--- config.mk ---
export PLATFORM = sky130hd
export DESIGN_NAME = uart_rx_param
export DESIGN_NICKNAME = d
export VERILOG_FILES = /design/src/rtl/uart_rx_param.sv
export SDC_FILE = /design/constraint.sdc
export NUM_CORES = 1
export LEC_CHECK = 0
export CAP_MARGIN = 30
export CORE_UTILIZATION = 63
export CTS_BUF_LIST = sky130_fd_sc_hd__clkbuf_4 sky130_fd_sc_hd__clkbuf_8
export CTS_CLUSTER_DIAMETER = 150
export CTS_CLUSTER_SIZE = 28
export DETAILED_ROUTE_END_ITERATION = 10
export PLACE_DENSITY_LB_ADDON = 0.2
export RECOVER_POWER = 25
export SYNTH_ARGS = -nofsm -noshare
export SYNTH_HDL_FRONTEND = slang
export SYNTH_SLANG_ARGS = --single-unit
--- constraint.sdc ---
create_clock -name CLK -period 4 [get_ports CLK]
set_input_delay 0.4 -clock CLK [delete_from_list [all_inputs] [get_ports CLK]]
set_output_delay 0.4 -clock CLK [all_outputs]
set_load 0.01 [all_outputs]
--- src/rtl/uart_rx_param.sv ---
// uart_rx_param
// Oversampling UART receiver. The serial line passes through a two-flop
// synchroniser. Each bit lasts P clocks, where P is 8, 16 or 32 and is
// latched from Prescale at the start of the frame. Each bit is decided by a
// 2-of-3 majority vote taken around the middle of the bit.
//
// Optional feature: define UART_RX_BREAK_DET_EN to add break detection and
// the Break_det output. The default build has no Break_det port, and an
// all-zero frame is reported as stop_error.
//
// Ports
//   CLK           rising-edge clock
//   Reset         synchronous active-low reset
//   S_Data        serial line (idle high, LSB first)
//   Parity_EN     parity bit present after the data bits
//   Parity_type   0 = even, 1 = odd
//   Stop_bits     0 = one stop bit, 1 = two stop bits
//   Prescale      clocks per bit (8/16/32; any other value is treated as 8)
//   P_Data        last word received without errors
//   Data_valid    one-cycle pulse when P_Data is loaded
//   Parity_error  one-cycle pulse on a parity mismatch
//   stop_error    one-cycle pulse when any stop bit is sampled 0
//   Break_det     one-cycle pulse on a line break (UART_RX_BREAK_DET_EN only)
//   Busy          high whenever the receiver is not idle
//
// state    | meaning
// ---------+-----------------------------------------------------------
// IDLE     | waiting for a low level on the synchronised line
// START    | timing and voting on the start bit; a high vote is a glitch
// DATA     | shifting in DATA_WIDTH bits, LSB first
// PARITY   | voting on the parity bit
// STOP     | voting on one or two stop bits
// DONE     | one cycle in which the result pulses are high
// BRK_WAIT | after a break, wait for the line to stay high for one bit time

module uart_rx_param #(
    parameter int DATA_WIDTH = 8,
    parameter int PRESCALE_W = 6
) (
    input  logic                  CLK,
    input  logic                  Reset,
    input  logic                  S_Data,
    input  logic                  Parity_EN,
    input  logic                  Parity_type,
    input  logic                  Stop_bits,
    input  logic [PRESCALE_W-1:0] Prescale,
    output logic [DATA_WIDTH-1:0] P_Data,
    output logic                  Data_valid,
    output logic                  Parity_error,
    output logic                  stop_error,
`ifdef UART_RX_BREAK_DET_EN
    output logic                  Break_det,
`endif
    output logic                  Busy
);

    typedef enum logic [2:0] {
        IDLE, START, DATA, PARITY, STOP, DONE
`ifdef UART_RX_BREAK_DET_EN
        , BRK_WAIT
`endif
    } state_t;

    state_t                state;
    logic [1:0]            sync_q;
    logic                  rx;
    logic [5:0]            p_in;
    logic [5:0]            p_sel;
    logic [5:0]            half;
    logic [5:0]            last;
    logic [5:0]            tick;
    logic [3:0]            bit_idx;
    logic                  stop_idx;
    logic                  par_en_q;
    logic                  par_type_q;
    logic                  stop_bits_q;
    logic                  v0;
    logic                  v1;
    logic                  maj;
    logic                  maj_now;
    logic [DATA_WIDTH-1:0] data_sr;
    logic                  par_err_q;
    logic                  stop_err_q;
    logic                  stop_err_n;
    logic                  in_bit;
`ifdef UART_RX_BREAK_DET_EN
    logic                  all_zero;
    logic                  brk_q;
    logic                  brk_n;
`endif

    assign rx = sync_q[1];

    // Zero-extend before comparing, so that a narrow Prescale cannot alias 32.
    always_comb begin
        p_in = 6'd8;
        case (32'(Prescale))
            32'd16:  p_in = 6'd16;
            32'd32:  p_in = 6'd32;
            default: p_in = 6'd8;
        endcase
    end

    assign half    = p_sel >> 1;
    assign last    = p_sel - 6'd1;
    assign in_bit  = (state == START) || (state == DATA) ||
                     (state == PARITY) || (state == STOP);
    // The third vote is the live sample at tick half+1.
    assign maj_now = (v0 & v1) | (v0 & rx) | (v1 & rx);
    // maj holds the vote for the current bit from tick half+1 to tick P-1.
    assign stop_err_n = stop_err_q | ~maj;
    assign Busy = (state != IDLE);

`ifdef UART_RX_BREAK_DET_EN
    // With two stop bits, all_zero already includes the first stop vote.
    assign brk_n = all_zero & (stop_idx | ~maj);
`endif

    always_ff @(posedge CLK) begin
        if (!Reset) begin
            sync_q       <= 2'b11;
            state        <= IDLE;
            p_sel        <= 6'd8;
            tick         <= '0;
            bit_idx      <= '0;
            stop_idx     <= 1'b0;
            par_en_q     <= 1'b0;
            par_type_q   <= 1'b0;
            stop_bits_q  <= 1'b0;
            v0           <= 1'b1;
            v1           <= 1'b1;
            maj          <= 1'b1;
            data_sr      <= '0;
            par_err_q    <= 1'b0;
            stop_err_q   <= 1'b0;
            P_Data       <= '0;
            Data_valid   <= 1'b0;
            Parity_error <= 1'b0;
            stop_error   <= 1'b0;
`ifdef UART_RX_BREAK_DET_EN
            Break_det    <= 1'b0;
            all_zero     <= 1'b0;
            brk_q        <= 1'b0;
`endif
        end else begin
            sync_q       <= {sync_q[0], S_Data};
            Data_valid   <= 1'b0;
            Parity_error <= 1'b0;
            stop_error   <= 1'b0;
`ifdef UART_RX_BREAK_DET_EN
            Break_det    <= 1'b0;
`endif

            if (in_bit) begin
                if (tick == half - 6'd1) v0 <= rx;
                if (tick == half)        v1 <= rx;
                if (tick == half + 6'd1) maj <= maj_now;
                tick <= (tick == last) ? 6'd0 : tick + 6'd1;
            end

            case (state)
                IDLE: begin
                    if (!rx) begin
                        // The detecting cycle counts as tick 0 of the start
                        // bit. This keeps back-to-back frames from drifting.
                        state       <= START;
                        tick        <= 6'd1;
                        p_sel       <= p_in;
                        par_en_q    <= Parity_EN;
                        par_type_q  <= Parity_type;
                        stop_bits_q <= Stop_bits;
                        bit_idx     <= '0;
                        stop_idx    <= 1'b0;
                        par_err_q   <= 1'b0;
                        stop_err_q  <= 1'b0;
`ifdef UART_RX_BREAK_DET_EN
                        all_zero    <= 1'b1;
`endif
                    end
                end

                START: begin
                    if (tick == last) state <= maj ? IDLE : DATA;
                end

                DATA: begin
                    if (tick == last) begin
                        data_sr <= {maj, data_sr[DATA_WIDTH-1:1]};
`ifdef UART_RX_BREAK_DET_EN
                        if (maj) all_zero <= 1'b0;
`endif
                        if (bit_idx == 4'(DATA_WIDTH - 1)) begin
                            bit_idx <= '0;
                            state   <= par_en_q ? PARITY : STOP;
                        end else begin
                            bit_idx <= bit_idx + 4'd1;
                        end
                    end
                end

                PARITY: begin
                    if (tick == last) begin
                        par_err_q <= ((^data_sr) ^ par_type_q) != maj;
`ifdef UART_RX_BREAK_DET_EN
                        if (maj) all_zero <= 1'b0;
`endif
                        state <= STOP;
                    end
                end

                STOP: begin
                    if (tick == last) begin
                        if (stop_bits_q && !stop_idx) begin
                            stop_idx   <= 1'b1;
                            stop_err_q <= stop_err_n;
`ifdef UART_RX_BREAK_DET_EN
                            if (maj) all_zero <= 1'b0;
`endif
                        end else begin
                            state    <= DONE;
                            stop_idx <= 1'b0;
`ifdef UART_RX_BREAK_DET_EN
                            brk_q <= brk_n;
                            if (brk_n) begin
                                Break_det <= 1'b1;
                            end else
`endif
                            if (par_err_q || stop_err_n) begin
                                Parity_error <= par_err_q;
                                stop_error   <= stop_err_n;
                            end else begin
                                P_Data     <= data_sr;
                                Data_valid <= 1'b1;
                            end
                        end
                    end
                end

                DONE: begin
                    tick <= '0;
`ifdef UART_RX_BREAK_DET_EN
                    state <= brk_q ? BRK_WAIT : IDLE;
`else
                    state <= IDLE;
`endif
                end

`ifdef UART_RX_BREAK_DET_EN
                BRK_WAIT: begin
                    if (!rx) begin
                        tick <= '0;
                    end else if (tick == last) begin
                        tick  <= '0;
                        state <= IDLE;
                    end else begin
                        tick <= tick + 6'd1;
                    end
                end
`endif

                default: state <= IDLE;
            endcase
        end
    end

endmodule

==> results.sh <==
export IMPL_status="finished, final reports clean"
export IMPL_totalWireLength_mm=4.56
export IMPL_cts_inserted_buffers=5
export IMPL_fin_crit_sh_pct=67.4
export IMPL_rows=21
export IMPL_n_fill_cell=273
export IMPL_synth_top_cell_by_area="dfxtp_1"
export IMPL_insertion_delay_ns=0.37
export IMPL_core_area_mm2=0.00342
export IMPL_grt_ovfl_total=0
export IMPL_crit_chain="inv_1, ha_1, xor3_1, nor4_4, nand3_2, nand3_1, o21ai_0"
export IMPL_worst_r2r_setup_slack_ns=1.30
export IMPL_grt_usage_pct=25.5
export IMPL_clkTransAtPathRegs_ns=0.13
export IMPL_r2r_start="p_sel[3]$_SDFFE_PN1P_"
export IMPL_multi_input_area_mm2=0.00127
export IMPL_hold_path_class="register to register"
export IMPL_tightest_slew_ns=1.01
export IMPL_yosys_register_bits=46
export IMPL_critPathKind="register to register"
export IMPL_startpoint="p_sel[3]$_SDFFE_PN1P_"
export IMPL_postCtsSetupRepairBufs=0
export IMPL_crit_path_end_kind="register"
export IMPL_rsz0062_at_grt="false"
export IMPL_finalSetupViolCount=0
export IMPL_nets=301
export IMPL_p_per_area_mw_per_mm2=348
export IMPL_grt_pass1_vias=1735
export IMPL_gp_congestion=0.866
export IMPL_grt_pass1_wl_mm=7.77
export IMPL_synth_nets=284
export IMPL_slew_viol_final=0
export IMPL_grt_max_degree=28
export IMPL_synthSimpleGateAreaFrac_pct=24.6
export IMPL_diodes=0
export IMPL_max_freq_mhz=371
export IMPL_crit_fanout=19
export IMPL_cts_max_level=2
export IMPL_endpoint="P_Data[5]$_SDFFE_PN0P_"
export IMPL_synth_edf_count=0
export IMPL_synth_top_family_by_area="simple AND/OR/NAND/NOR gates"
export IMPL_ir_worst_vdd_mv=0.231
export IMPL_dp_hpwl_mm=3.10
export IMPL_synthesis_area_mm2=0.00229
export IMPL_synth_compound_area_share_pct=13.5
export IMPL_ys_warnings_count=0
export IMPL_ff_latch_area_um2=921
export IMPL_crit_required_ns=4.26
export IMPL_critPathArrivalTime_ns=2.96
export IMPL_finalSetupTns_ns=0
export IMPL_die_area_mm2=0.00388
export IMPL_antenna_found_initial=0
export IMPL_synth_main_ff_cell="dfxtp_1"
export IMPL_fin_cells=331
export IMPL_cts_tree="built"
export IMPL_drv_cap=0
export IMPL_hold_violations=0
export IMPL_synth_adder_area_share_pct=3.17
export IMPL_ys_seq_area_share_pct=40.2
export IMPL_ctsHoldBuffers=0
export IMPL_fin_skew_ns=0.0159
export IMPL_avgViaCountPerCell=5.66
export IMPL_r2r_end="P_Data[5]$_SDFFE_PN0P_"
export IMPL_synth_area_leaders="dfxtp_1 40%, nand2_1 6.7%, xnor2_1 5.4%"
export IMPL_fp_dieH_um=62.3
export IMPL_start_util_pct=67.1
export IMPL_ioPinCount=24
export IMPL_cpPeakStageDelay_ns=0.72
export IMPL_cts_sinks=46
export IMPL_synth_distinct_cells=48
export IMPL_async_flop_share_pct=0
export IMPL_die_w_um=62.3
export IMPL_slowest_stage="nor4_4"
export IMPL_postSynthAreaPerCell_um2=8.58
export IMPL_dp_cells=323
export IMPL_cp_start_kind="register"
export IMPL_drt_initial_drc_count=109
export IMPL_syn_inst=267
export IMPL_first_pass_iters=4
export IMPL_wl_per_cell_um=13.8
export IMPL_ctsResizeCount=0
export IMPL_area_delta_synth_final_pct=13.7
export IMPL_hold_depth=1
export IMPL_synth_xor_area_share_pct=10.0
export IMPL_total_power_uw=905
export IMPL_cts_path_max_buffers=2
export IMPL_synth_area_mux_share_pct=3.93
export IMPL_yosysTopAreaCellShare_pct=40.2
export IMPL_drive_gt1_share_pct=4.91
export IMPL_p_leak_uw=0.00102
export IMPL_whs_ns=0.422
export IMPL_ff2ff_path_depth=7
export IMPL_ctsRootBufferMaster="clkbuf_4"
export IMPL_slew_headroom_pct=32.6
export IMPL_route_detailed_drc=0
export IMPL_vias=1873
export IMPL_io_buffer_count=23
export IMPL_ant_nets=0
export IMPL_finalCriticalPeriod_ns=2.70
## state kept, by name, summed over array words and instances, names as in the netlist
signal and cells:
P_Data 8, data_sr 8, tick 6, bit_idx 4
p_sel 3, state 3, sync_q 2, Data_valid 1
Parity_error 1, maj 1, par_en_q 1, par_err_q 1
par_type_q 1, stop_bits_q 1, stop_err_q 1, stop_error 1
stop_idx 1, v0 1, v1 1
## metal layers
metal | share of wire, % | vias to the layer above | GRT usage [%]
met5 | 0 | - | 0
met4 | 1.3 | 0 | 8.14
met3 | 3.9 | 6 | 6.62
met2 | 46 | 36 | 41.9
met1 | 49 | 883 | 32.6
li1 | - | 948 | -
## metrics by stage
stage / setup WS (ns) / utilization, % / cell area [µm²]
6_report: 1.30 / 76.2 / 2600
2_1_floorplan: 1.98 / - / 2290
4_1_cts: 1.32 / 76.4 / 2610
3_3_place_gp: 1.49 / 74.0 / 2530
5_1_grt: 1.09 / 76.2 / 2600
3_5_place_dp: 1.34 / 74.0 / 2530
## cell usage after synthesis (all sizes together), types with 2 or more instances
| cell | count |
|---|---|
| xnor2 | 14 |
| dfxtp | 46 |
| nand3 | 15 |
| ha | 5 |
| or4 | 2 |
| buf | 4 |
| nor2 | 22 |
| o21ai | 11 |
| and3 | 3 |
| o311ai | 2 |
| nor4 | 2 |
| nor2b | 2 |
| a21oi | 11 |
| xor2 | 7 |
| clkbuf | 11 |
| a21boi | 11 |
| nand3b | 3 |
| inv | 10 |
| and2 | 3 |
| nor3 | 3 |
| nand2b | 5 |
| nand2 | 41 |
| a32oi | 2 |
| nor3b | 3 |
| o211ai | 2 |
| nand4 | 4 |
| mux2i | 9 |
## cell type report
type                    instances  share of cell area (%)
clock buffers                   6                    1.73
clock inverters                 2                    1.44
inverters                      10                    1.44
multi-input cells             196                    48.7
flip-flops and latches         46                    35.4
well taps                      46                    2.21
repair buffers                 25                    9.13
## placed cells by master, fill, tap and decap left out, types with 3 or more instances in the layout
master / Yosys / layout
dfxtp_1: 46 / 46
nand2_1: 41 / 41
nor2_1: 22 / 22
clkdlybuf4s50_1: 0 / 16
xnor2_1: 14 / 14
nand3_1: 14 / 14
a21oi_1: 11 / 11
a21boi_0: 11 / 11
inv_1: 10 / 10
o21ai_0: 10 / 10
mux2i_1: 9 / 9
xor2_1: 7 / 7
dlygate4sd3_1: 0 / 7
clkbuf_4: 0 / 6
nand2b_1: 5 / 5
ha_1: 5 / 5
nand4_1: 4 / 4
nand3b_1: 3 / 3
and3_1: 3 / 3
and2_1: 3 / 3
nor3_1: 3 / 3
## critical path, delay by kind of cell (launching register included)
family	cells	cell delay, ns
AOI/OAI and AO/OA	1	0.11
xor gates and xnor gates	1	0.39
adders and majority gates	1	0.24
buffers and inverters	1	0.09
DFF	1	0.47
and+or+nand+nor	3	1.29
## logic make-up (layout without fill, tap and decap cells)
kind of cell,Yosys count,after routing
flops,46,46
fa+ha+maj,6,6
mux,9,9
simple gates,112,112
buf+inv,25,43
compound gates,46,46
xor+xnor,23,23
## worst min-delay path by stage
| stage | startpoint | to | slack [ns] |
|---|---|---|---|
| after floorplan | sync_q[0]$_SDFF_PN1_ | sync_q[1]$_SDFF_PN1_ | 0.39 |
| after detailed placement | sync_q[0]$_SDFF_PN1_ | sync_q[1]$_SDFF_PN1_ | 0.40 |
| final | sync_q[0]$_SDFF_PN1_ | sync_q[1]$_SDFF_PN1_ | 0.42 |
| after CTS | sync_q[0]$_SDFF_PN1_ | sync_q[1]$_SDFF_PN1_ | 0.43 |
| after global placement | sync_q[0]$_SDFF_PN1_ | sync_q[1]$_SDFF_PN1_ | 0.39 |
| after global routing | sync_q[0]$_SDFF_PN1_ | sync_q[1]$_SDFF_PN1_ | 0.44 |
## where the power goes
part / internal [µW] / switching (µW) / total [µW]
Combinational: 57.1 / 65.4 / 123
Clock: 139 / 152 / 291
Sequential: 469 / 22.8 / 492
Note: power is estimated with default switching activity, not from simulation.
